[src/rtl/mem_access_stage.sv]
`default_nettype none
// +--------------------------------------------------------------------------+
// | mem_access_stage                                                         |
// | M-stage load/store handshake with a variable-latency data memory; stalls |
// | the pipeline and bubbles MEM/WB control while the access is outstanding. |
// | Optional: define DMEM_TIMEOUT_EN to abort hung accesses and flag errM.   |
// | Revision: 1.0                                                            |
// +--------------------------------------------------------------------------+
module mem_access_stage #(
    parameter int ADDR_W         = 16,
    parameter int DATA_W         = 24,
    parameter int TIMEOUT_CYCLES = 255
) (
    input  logic              clk,
    input  logic              rst,
    input  logic              memReadM,
    input  logic              memWriteM,
    input  logic [ADDR_W-1:0] ALUOutM,
    input  logic [DATA_W-1:0] WriteDataM,
    input  logic              regWriteM,
    input  logic              memToRegM,
    input  logic              PCSrcM,
    output logic              dmem_req,
    output logic              dmem_we,
    output logic [ADDR_W-1:0] dmem_addr,
    output logic [DATA_W-1:0] dmem_wdata,
    input  logic [DATA_W-1:0] dmem_rdata,
    input  logic              dmem_ack,
    output logic [DATA_W-1:0] RD,
    output logic              regWriteOut,
    output logic              memToRegOut,
    output logic              PCSrcOut,
    output logic              stallM,
    output logic              errM
);

    localparam logic [1:0] c_IDLE = 2'd0;
    localparam logic [1:0] c_BUSY = 2'd1;
    localparam logic [1:0] c_DONE = 2'd2;

    logic [1:0] r_state;
    logic [1:0] w_next_state;
    logic       w_op;
    logic       w_ack_busy;
    logic       w_timeout;

    assign w_op       = memReadM | memWriteM;
    assign w_ack_busy = (r_state == c_BUSY) && dmem_ack;

`ifdef DMEM_TIMEOUT_EN
    localparam int c_CNT_W = ($clog2(TIMEOUT_CYCLES + 1) > 8) ? $clog2(TIMEOUT_CYCLES + 1) : 8;
    localparam logic [c_CNT_W-1:0] c_CNT_LAST = c_CNT_W'(TIMEOUT_CYCLES - 1);

    logic [c_CNT_W-1:0] r_cnt;
    logic               r_err;

    // Timeout fires in the BUSY cycle whose increment would reach TIMEOUT_CYCLES.
    assign w_timeout = (r_state == c_BUSY) && !dmem_ack && (r_cnt == c_CNT_LAST);

    always_ff @(posedge clk) begin
        if (rst) begin
            r_cnt <= '0;
            r_err <= 1'b0;
        end else begin
            if (r_state != c_BUSY) begin
                r_cnt <= '0;
            end else if (!dmem_ack) begin
                r_cnt <= r_cnt + 1'b1;
            end
            if (w_timeout) begin
                r_err <= 1'b1;
            end
        end
    end

    assign errM = r_err;
`else
    localparam logic [31:0] c_TIMEOUT = TIMEOUT_CYCLES;
    logic w_unused_timeout;

    assign w_unused_timeout = ^c_TIMEOUT;
    assign w_timeout        = 1'b0;
    assign errM             = 1'b0;
`endif

    always_comb begin
        w_next_state = r_state;
        case (r_state)
            c_IDLE:  if (w_op) w_next_state = c_BUSY;
            c_BUSY:  if (dmem_ack || w_timeout) w_next_state = c_DONE;
            c_DONE:  w_next_state = c_IDLE;
            default: w_next_state = c_IDLE;
        endcase
    end

    always_ff @(posedge clk) begin
        if (rst) begin
            r_state    <= c_IDLE;
            RD         <= '0;
            dmem_addr  <= '0;
            dmem_wdata <= '0;
            dmem_we    <= 1'b0;
        end else begin
            r_state <= w_next_state;
            if ((r_state == c_IDLE) && w_op) begin
                dmem_addr  <= ALUOutM;
                dmem_wdata <= WriteDataM;
                dmem_we    <= memWriteM;
            end
            if (w_ack_busy && !dmem_we) begin
                RD <= dmem_rdata;
            end else if (w_timeout && !dmem_we) begin
                RD <= '0;
            end
        end
    end

    assign dmem_req    = (r_state == c_BUSY);
    assign stallM      = (r_state == c_BUSY) || ((r_state == c_IDLE) && w_op);
    assign regWriteOut = regWriteM & ~stallM;
    assign memToRegOut = memToRegM & ~stallM;
    assign PCSrcOut    = PCSrcM & ~stallM;

endmodule
`default_nettype wire

[config.mk]
export PLATFORM = sky130hd
export DESIGN_NAME = mem_access_stage
export DESIGN_NICKNAME = d
export VERILOG_FILES = /design/src/rtl/mem_access_stage.sv
export SDC_FILE = /design/constraint.sdc
export NUM_CORES = 1
export LEC_CHECK = 0
export ABC_AREA = 1
export BUFFER_PORTS_ARGS = -buffer_cell sky130_fd_sc_hd__buf_2
export CELL_PAD_IN_SITES_DETAIL_PLACEMENT = 0
export CELL_PAD_IN_SITES_GLOBAL_PLACEMENT = 2
export CORE_MARGIN = 5
export CORE_UTILIZATION = 24
export CTS_BUF_LIST = sky130_fd_sc_hd__clkbuf_8
export DETAILED_ROUTE_END_ITERATION = 16
export PLACE_DENSITY = 0.81
export SLEW_MARGIN = 10
export SYNTH_ARGS = -nofsm -noshare
export SYNTH_HDL_FRONTEND = slang
export SYNTH_SLANG_ARGS = --single-unit
[constraint.sdc]
create_clock -name clk -period 1.2 [get_ports clk]
set_input_delay 0.12 -clock clk [delete_from_list [all_inputs] [get_ports clk]]
set_output_delay 0.12 -clock clk [all_outputs]
set_load 0.03 [all_outputs]
**After elaboration in Yosys (flattened, before gate mapping)**

Index checks and enable logic that the tools add are counted.

- Flip-flop bits (word level): 67
- Input port bits: 72
- Output and inout port bits: 71
- Logic and storage cells: 23

- Equality and inequality tests: 3
- Mux-type cells: 3
- Bitwise operators: 5
- Reductions and logical operators: 7

Operators by type and width:

| operator | count |
|---|---|
| 2-to-1 mux 2 bit | 2 |
| one-hot mux 2 bit (2 select lines) | 1 |
| bitwise AND 1 bit | 3 |
| logical AND 1 bit | 3 |
| == test 2 x 1 -> 1 bit, second input constant | 1 |
| zero test 2 bit | 1 |
| != test 2 x 1 -> 1 bit, second input constant | 1 |
| != test 2 bit, second input constant | 1 |
| AND reduction 2 bit | 1 |
| zero test 1 bit | 1 |
| logical OR 1 bit | 1 |
| NOT 1 bit | 1 |
| OR 1 bit | 1 |

**Depth between registers and ports, before layout**

Gate-level depths: netlist of the first run.

- Word-level depth: 5
- Depth in mapped cells: 6
- Gate-level depth less buffers: 5

**Worst setup path before layout of the first run**

Ideal clock, no wire load.

- Path kind: register -> output
- Start: register r_state[0]
- End: output PCSrcOut
- Arrival time: 1.681 ns
- Data required time: 1.080 ns
- Path slack: -0.601 ns
- Cell stages (with the launch flop): 4
- Buffers on the path: 0
- Cells stage by stage: dfxtp_1 inv_2 o21ai_0 nor2_1

- Word-level cells in the longest chain between the ends: 5
- Elaborated cells between the ends (all ways): 6
- Classes of those cells: eq/ne (1); bitwise (2); reduce/logical (3)

Ends and longest elaborated chain:

| what | RTL line | source |
|---|---|---|
| start, declared | 41 | `logic [1:0] r_state;` |
| start signal, assigned | 98 | `r_state <= c_IDLE;` |
| start signal, assigned | 104 | `r_state <= w_next_state;` |
| zero test 2 bit | 119 | `assign stallM = (r_state == c_BUSY) \|\| ((r_state == c_IDLE) && w_op);` |
| logical AND 1 bit | 119 |  |
| logical OR 1 bit * | 119 |  |
| via stallM | 33 | `output logic stallM,` |
| NOT 1 bit * | 122 | `assign PCSrcOut = PCSrcM & ~stallM;` |
| bitwise AND 1 bit * | 122 |  |
| end, declared | 32 | `output logic PCSrcOut,` |

The timed path passes the listed nets; every way through them passes the cells marked *.

**Worst setup path in the final report of the first run**

- Start: register r_state[0]
- End: output memToRegOut

- Word-level cells in the longest chain between the ends: 5
- Elaborated cells between the ends (all ways): 6
- Classes of those cells: eq/ne (1); bitwise (2); reduce/logical (3)

Ends and longest elaborated chain:

| what | RTL line | source |
|---|---|---|
| zero test 2 bit | 119 |  |
| logical AND 1 bit | 119 |  |
| logical OR 1 bit * | 119 |  |
| NOT 1 bit * | 121 | `assign memToRegOut = memToRegM & ~stallM;` |
| bitwise AND 1 bit * | 121 |  |
| end, declared | 31 | `output logic memToRegOut,` |

Every way passes the cells marked *; elsewhere a longest branch is shown, timed or not.

==> out/results.ini, run 1 <==
[setup_path]
cp_data_arrival_time_ps = 1250
required_ps = 1080
rrSetupSlack_ps = -60
crit_type = reg2out
r2r-end = RD[21]$_SDFFE_PP0P_
path_max_fanout = 4
rr_startpoint = r_state[0]$_SDFFE_PP0P_
cp-start-kind = register
path_cells = nor2_4 > nand2_4 > o21ai_4 > nor2_2 > buf_6
worst_r2r_path_depth = 7
crit_path_max_incr_delay_ps = 370
slowest_stage = dfxtp_4
endpoint_kind = output port

[clock_network]
clk-insertion-delay-late_ps = 350
clockRootBuffer = clkbuf_8
numCtsBuffers = 9
cts-htree-levels = 3
clk_path_buf_depth = 2
cts_hold_buf = 0
cts.sinks = 67
cts_tree = done
clk_pin_slew_ps = 70

[sta]
post-route-period-util = 1.14
drv_slew = 0
fmax_mhz = 732
rsz0062_at_grt = true
fin_crit_ps = 1370
whs_ps = 38.4
hold_viol = 0
tns_ps = -1400
postLayoutSetupSlackWorst_ps = -167
finClkSkew_ps = 11.7
setup_violations = 18

[floorplanning]
core_um2 = 11300
num_rows = 39
ios = 143
die-height_um = 117
start_util = 0.242
die_area_um2 = 13700
die_w_um = 117

[synthesis]
synth_compound_area_frac = 0.0785
syn_avg_cell_area_um2 = 7.56
syn_nets = 435
synthTopCellsByArea = dfxtp_1, nand2_1, a21oi_1
yosysWarningCount = 0
synth-adder-area-share = 0
ys_seq_area_frac = 0.489
synth_cell_types = 18
synth-xor-area-share = 0
synth_cells = 363
synth_top_family_by_area = simple AND/OR/NAND/NOR gates
synthMuxAreaShare = 0
synth.ff_latch_count = 67
synth-simple-area-share = 0.313
synth_top_area_frac = 0.489
netlist_area_um2 = 2740
yosysTopAreaCell = dfxtp_1

[drt]
vias = 2891
drc_errors = 0
drt_iter0_markers = 185
drt_wl_total_um = 8850
firstDrtPassIters = 4
ant_nets = 0
wl_per_cell_um = 13.5
viasPerCell = 4.41

[placement]
dp_hpwl_um = 6120
dp.cells = 633
port_buffers = 141
place_congestion = 0.708
place_area_um2 = 3590

[worst_hold_path]
hold_path_depth = 3
whs_endpoint = dmem_wdata[8]$_SDFFE_PP0P_
worstHoldStart = WriteDataM[8]
worstHoldPathType = in2reg

[final_layout]
layout-drive-gt1-share = 0.376
final_design_area_no_fill_um2 = 3990
fillers = 1245
area_growth_pct = 45.6
fin_util = 0.353
final_common_cell = buf_2
nets = 579
final_cell_mix = buf_2, nand2_1, dfxtp_1, nor2_1, nand3_1
instances_no_fill = 655

[run_status]
status = finished, violations left
violations = negative setup slack

[power]
peakVddDrop_mv = 0.513
leakagePower_nw = 2.01
power_density_nw_per_um2 = 1470

[run]
max_cap_viol_count = 0

[global_route]
grt_pass1_wl_um = 13500
grt_antenna_before_repair = 1
grt_max_degree = 28
track_usage = 0.127
overflow = 0
grt_pass1_vias = 2842

==> worst max-delay path, delay by kind of cell, from the launching register on <==
kind | cells | cell delay [ps]
DFF | 1 | 370
and+or+nand+nor | 3 | 280
buffers and inverters | 1 | 140
AOI/OAI and AO/OA | 1 | 100
==> worst max-delay path by stage <==
stage          cells past startpoint                    start                         to
2_1_floorplan                      4  r_state[1]$_SDFFE_PP0P_                   PCSrcOut
3_3_place_gp                       5  r_state[1]$_SDFFE_PP0P_       dmem_we$_SDFFE_PP0P_
3_5_place_dp                       5  r_state[1]$_SDFFE_PP0P_  dmem_addr[1]$_SDFFE_PP0P_
4_1_cts                            5  r_state[0]$_SDFFE_PP0P_                regWriteOut
5_1_grt                            5  r_state[0]$_SDFFE_PP0P_                memToRegOut
6_report                           5  r_state[0]$_SDFFE_PP0P_                memToRegOut
==> cell families after synthesis <==
group                  Yosys count
and+or+nand+nor                189
DFF                             67
AOI/OAI and AO/OA               43
buffers and inverters           63
other                            1
==> where the power goes <==
group / switching (mW) / internal (mW) / total (mW) / leakage [nW]
clock network: 0.825 / 1.04 / 1.87 / 0.108
logic: 0.941 / 0.582 / 1.52 / 1.35
registers: 0.0950 / 2.40 / 2.49 / 0.552
total: 1.86 / 4.02 / 5.89 / 2.01
==> cell usage after synthesis <==
cell type  number
a21oi_1        42
buf_1           3
buf_2           8
buf_4           5
buf_6           8
clkbuf_1        5
conb_1          1
dfxtp_1        67
inv_1          33
inv_2           1
nand2_1        67
nand2_4         1
nand3_1        41
nand3_2         1
nand4_1        24
nor2_1         52
nor2_4          3
o21ai_0         1
==> state kept, by name, summed over array words and instances, names as in the netlist <==
register	cells
dmem_wdata	24
dmem_addr	16
r_state	2
RD	24
dmem_we	1
==> per-layer routing <==
layer | track usage | vias up | routed length [um]
li1 | - | 1454 | -
met1 | 0.152 | 1300 | 3740
met2 | 0.201 | 117 | 3990
met3 | 0.0437 | 20 | 856
met4 | 0.0696 | 0 | 261
met5 | 0 | - | 0
==> final cells by class <==
class / instances / area, um^2 / share of cell area
clock inverter: 4 / 42.5 / 0.0107
timing repair buffer: 162 / 1030 / 0.258
multi-input combinational: 233 / 1110 / 0.278
clock buffer: 11 / 151 / 0.0379
tap: 143 / 179 / 0.0448
sequential: 67 / 1350 / 0.338
inverter: 34 / 128 / 0.0320
antenna: 1 / 2.50 / 0.000627
==> per-stage QoR <==
stage	setup WS, ps	power, mW
after floorplan	-53.3	3.47
after detailed placement	-58.8	3.91
after global placement	-0.552	3.90
final	-167	5.89
after CTS	-184	5.91
after global routing	-237	6.23
==> timing repair <==
item,CTS,global route
pin swaps,2,1
gates resized for setup,17,16
endpoints found under the setup margin,30,64
setup buffers,4,0
cloned,1,1
Power figures use the tool's default switching activity.
==> run 2, diff against run 1 <==
ABC_AREA = unset   (was 1)
CORE_UTILIZATION = 27   (was 24)
REMOVE_ABC_BUFFERS = 1   (was unset)
==> run 2 against run 1 <==
Compared with the run above: the run still ends with negative setup slack left; critical path type unchanged; via count down 15%; first-iteration DRC count is 61% lower; clock skew fell by 4.1 ps; core utilization is 4.5 points higher; sequential share of layout area down 2.3 points; design area increased by 7.4%; sequential power barely moved; sequential cell count unchanged; clock-buffer cell count up 1.
==> out/results.ini, run 2 <==
[global_route]
grt_pass1_vias = 2606  ; -8.3%
track_usage = 0.119  ; -0.00798
grt_pass1_wl_um = 12600  ; -6.7%
grt_max_degree = 74  ; +160%
grt_antenna_before_repair = 0  ; -1
overflow = 0  ; unchanged

[worst_hold_path]
worstHoldPathType = in2reg
hold_path_depth = 3  ; unchanged
whs_endpoint = RD[12]$_SDFFE_PP0P_
worstHoldStart = dmem_rdata[12]

[final_layout]
final_common_cell = buf_2
layout-drive-gt1-share = 0.473  ; +0.0968
reg_top3 = RD: 24 flops, dmem_wdata: 24 flops, dmem_addr: 16 flops
diodes = 0  ; -1
area_growth_pct = 44.7
final_cell_mix = buf_2, nand2b_1, dfxtp_1, mux2i_1, nand2_1
final_design_area_no_fill_um2 = 4290  ; +7.4%
nets = 523  ; -9.7%

[power]
peakVddDrop_mv = 0.476  ; -7.2%
power.share.clock = 0.304  ; -0.014
power_frac_seq = 0.437  ; +0.013
swShare = 0.306  ; -0.0102
internal_power_mw = 3.95  ; -1.9%
p_total_mw = 5.69  ; -3.4%
p_comb_frac = 0.259  ; about the same
power_density_nw_per_um2 = 1330  ; -10%
leakagePower_nw = 2.00  ; -0.85%
p_sw_mw = 1.74  ; -6.5%

[synthesis]
synth_cell_types = 25  ; +7
ys_seq_area_frac = 0.453  ; -0.0365
yosysTopAreaCell = dfxtp_1
async_reset_ff_frac = 0  ; unchanged
synth.ff_latch_count = 67  ; unchanged
syn_avg_cell_area_um2 = 9.91  ; +31%
synth_edf_count = 0  ; unchanged
yosys-top-cells-count = nand2b_1, dfxtp_1, mux2i_1
synth_cells = 299  ; -18%
synthTopCellsByArea = dfxtp_1, nand2b_1, mux2i_1
yosys.cell_count.top_type = nand2b_1
synth_top_area_frac = 0.453  ; -0.0365
synth_flop_cell = dfxtp_1
yosysWarningCount = 0  ; unchanged
netlist_area_um2 = 2960  ; +8.1%

[floorplanning]
die_w_um = 115  ; -1.8%
ios = 143  ; unchanged
core_um2 = 10800  ; -4.7%
die_area_um2 = 13200  ; -3.6%
num_rows = 38  ; -2.6%
start_util = 0.275  ; +0.0324
die-height_um = 115  ; -1.8%

[placement]
place_congestion = 0.693  ; -2.1%
place_worst_setup_slack_ps = -59.6  ; -0.755 ps
dp_hpwl_um = 5280  ; -14%
place_area_um2 = 3760  ; +4.7%
port_buffers = 141  ; unchanged

[clock_network]
clk_pin_slew_ps = 70  ; about the same
cts.sinks = 67  ; unchanged
clk-insertion-delay-late_ps = 330  ; -20 ps
clk_path_buf_depth = 2  ; unchanged
cts-htree-levels = 3  ; unchanged
clockRootBuffer = clkbuf_8
cts_tree = done
numCtsBuffers = 9  ; unchanged

[sta]
postLayoutSetupSlackWorst_ps = -128  ; +38.4 ps
post-route-period-util = 1.11  ; -0.0320
fin_crit_ps = 1330  ; -38.4 ps
fmax_mhz = 753  ; +2.9%
hold_viol = 0  ; unchanged
finClkSkew_ps = 7.58  ; -4.11 ps
setup_violations = 44  ; +26
drv_slew = 0  ; unchanged
rsz0062_at_grt = true
tns_ps = -3590  ; -2190 ps
whs_ps = 29.4  ; -8.96 ps

[drt]
drt_iter0_markers = 72  ; -61%
wl_per_cell_um = 13.8  ; +2.3%
drt_wl_total_um = 8220  ; -7.0%
viasPerCell = 4.13  ; -6.4%
vias = 2457  ; -15%
drc_errors = 0  ; unchanged
firstDrtPassIters = 4  ; unchanged
ant_nets = 0  ; unchanged

[run_status]
status = finished, violations left
violations = negative setup slack

[setup_path]
crit_type = reg2out
cp-start-kind = register
path_max_fanout = 5  ; +1
r2r-end = dmem_wdata[5]$_SDFFE_PP0P_
crit_start = r_state[0]$_SDFFE_PP0P_
worst_r2r_path_depth = 5  ; -2
cp_data_arrival_time_ps = 1210  ; -40 ps
rrSetupSlack_ps = -120  ; -60 ps
required_ps = 1080  ; about the same
rr_startpoint = r_state[0]$_SDFFE_PP0P_
endpoint_kind = output port

[run]
max_cap_viol_count = 0  ; unchanged

## run 2: cell type report
class                   instances  area (um^2)
clock buffers                  12          165
well taps                     140          175
multi-input cells             209         1470
clock inverters                 3         13.8
flip-flops and latches         67         1350
fillers                      1080         6500
repair buffers                164         1110
## run 2: cell families (layout without fill, tap and decap cells)
| group | count (synthesis) | count (layout) | share of synthesized area |
|---|---|---|---|
| buffers and inverters | 23 | 179 | 0.0650 |
| flip-flops | 67 | 67 | 0.453 |
| AO/OA/AOI/OAI | 26 | 26 | 0.0709 |
| other | 1 | 1 | 0.00127 |
| AND/OR/NAND/NOR | 142 | 142 | 0.275 |
| multiplexers | 40 | 40 | 0.135 |
## run 2: timing repair
item                       in CTS  in global routing
gates resized for setup        16                 11
setup endpoints to repair      45                 51
hold buffers                    5                  1
hold endpoints to repair        5                  1
buffers inserted                4                  1
pin swaps                       3                  2
cloned                          2                  5
## run 2: metal layers
| layer | track usage | vias to the layer above | share of wire |
|---|---|---|---|
| met4 | 0.0438 | 0 | 0.0084 |
| met3 | 0.0453 | 7 | 0.090 |
| met5 | 0 | - | 0 |
| met1 | 0.148 | 1099 | 0.43 |
| li1 | - | 1265 | - |
| met2 | 0.189 | 86 | 0.47 |
## run 2: metrics by stage
stage,util,instances
after detailed placement,0.348,563
final,0.397,595
after global routing,0.397,595
after CTS,0.381,589
after global placement,0.348,563
after floorplan,-,276
## run 2: worst max path at each step
| stage | to | slack, ps | cells after the start |
|---|---|---|---|
| floorplan | r_state[0]$_SDFFE_PP0P_ | -970 | 2 |
| global placement | dmem_wdata[20]$_SDFFE_PP0P_ | 10 | 3 |
| detailed placement | dmem_wdata[9]$_SDFFE_PP0P_ | -60 | 3 |
| CTS | PCSrcOut | -120 | 4 |
| global route | memToRegOut | -220 | 4 |
| finish | memToRegOut | -130 | 4 |
## run 2: critical path: stages (launching register included)
cell	delay, ps
dfxtp_4	370
nor3_4	120
nor2_2	80
nor2b_1	130
buf_4	180
## run 2: power by group through the flow
stage	Combinational [mW]	Sequential [mW]	Clock, mW
final	1.47	2.49	1.73
after floorplan	0.437	2.84	0
after global routing	1.58	2.51	1.95
after global placement	1.21	2.53	0
after CTS	1.35	2.49	1.83
after detailed placement	1.22	2.54	0
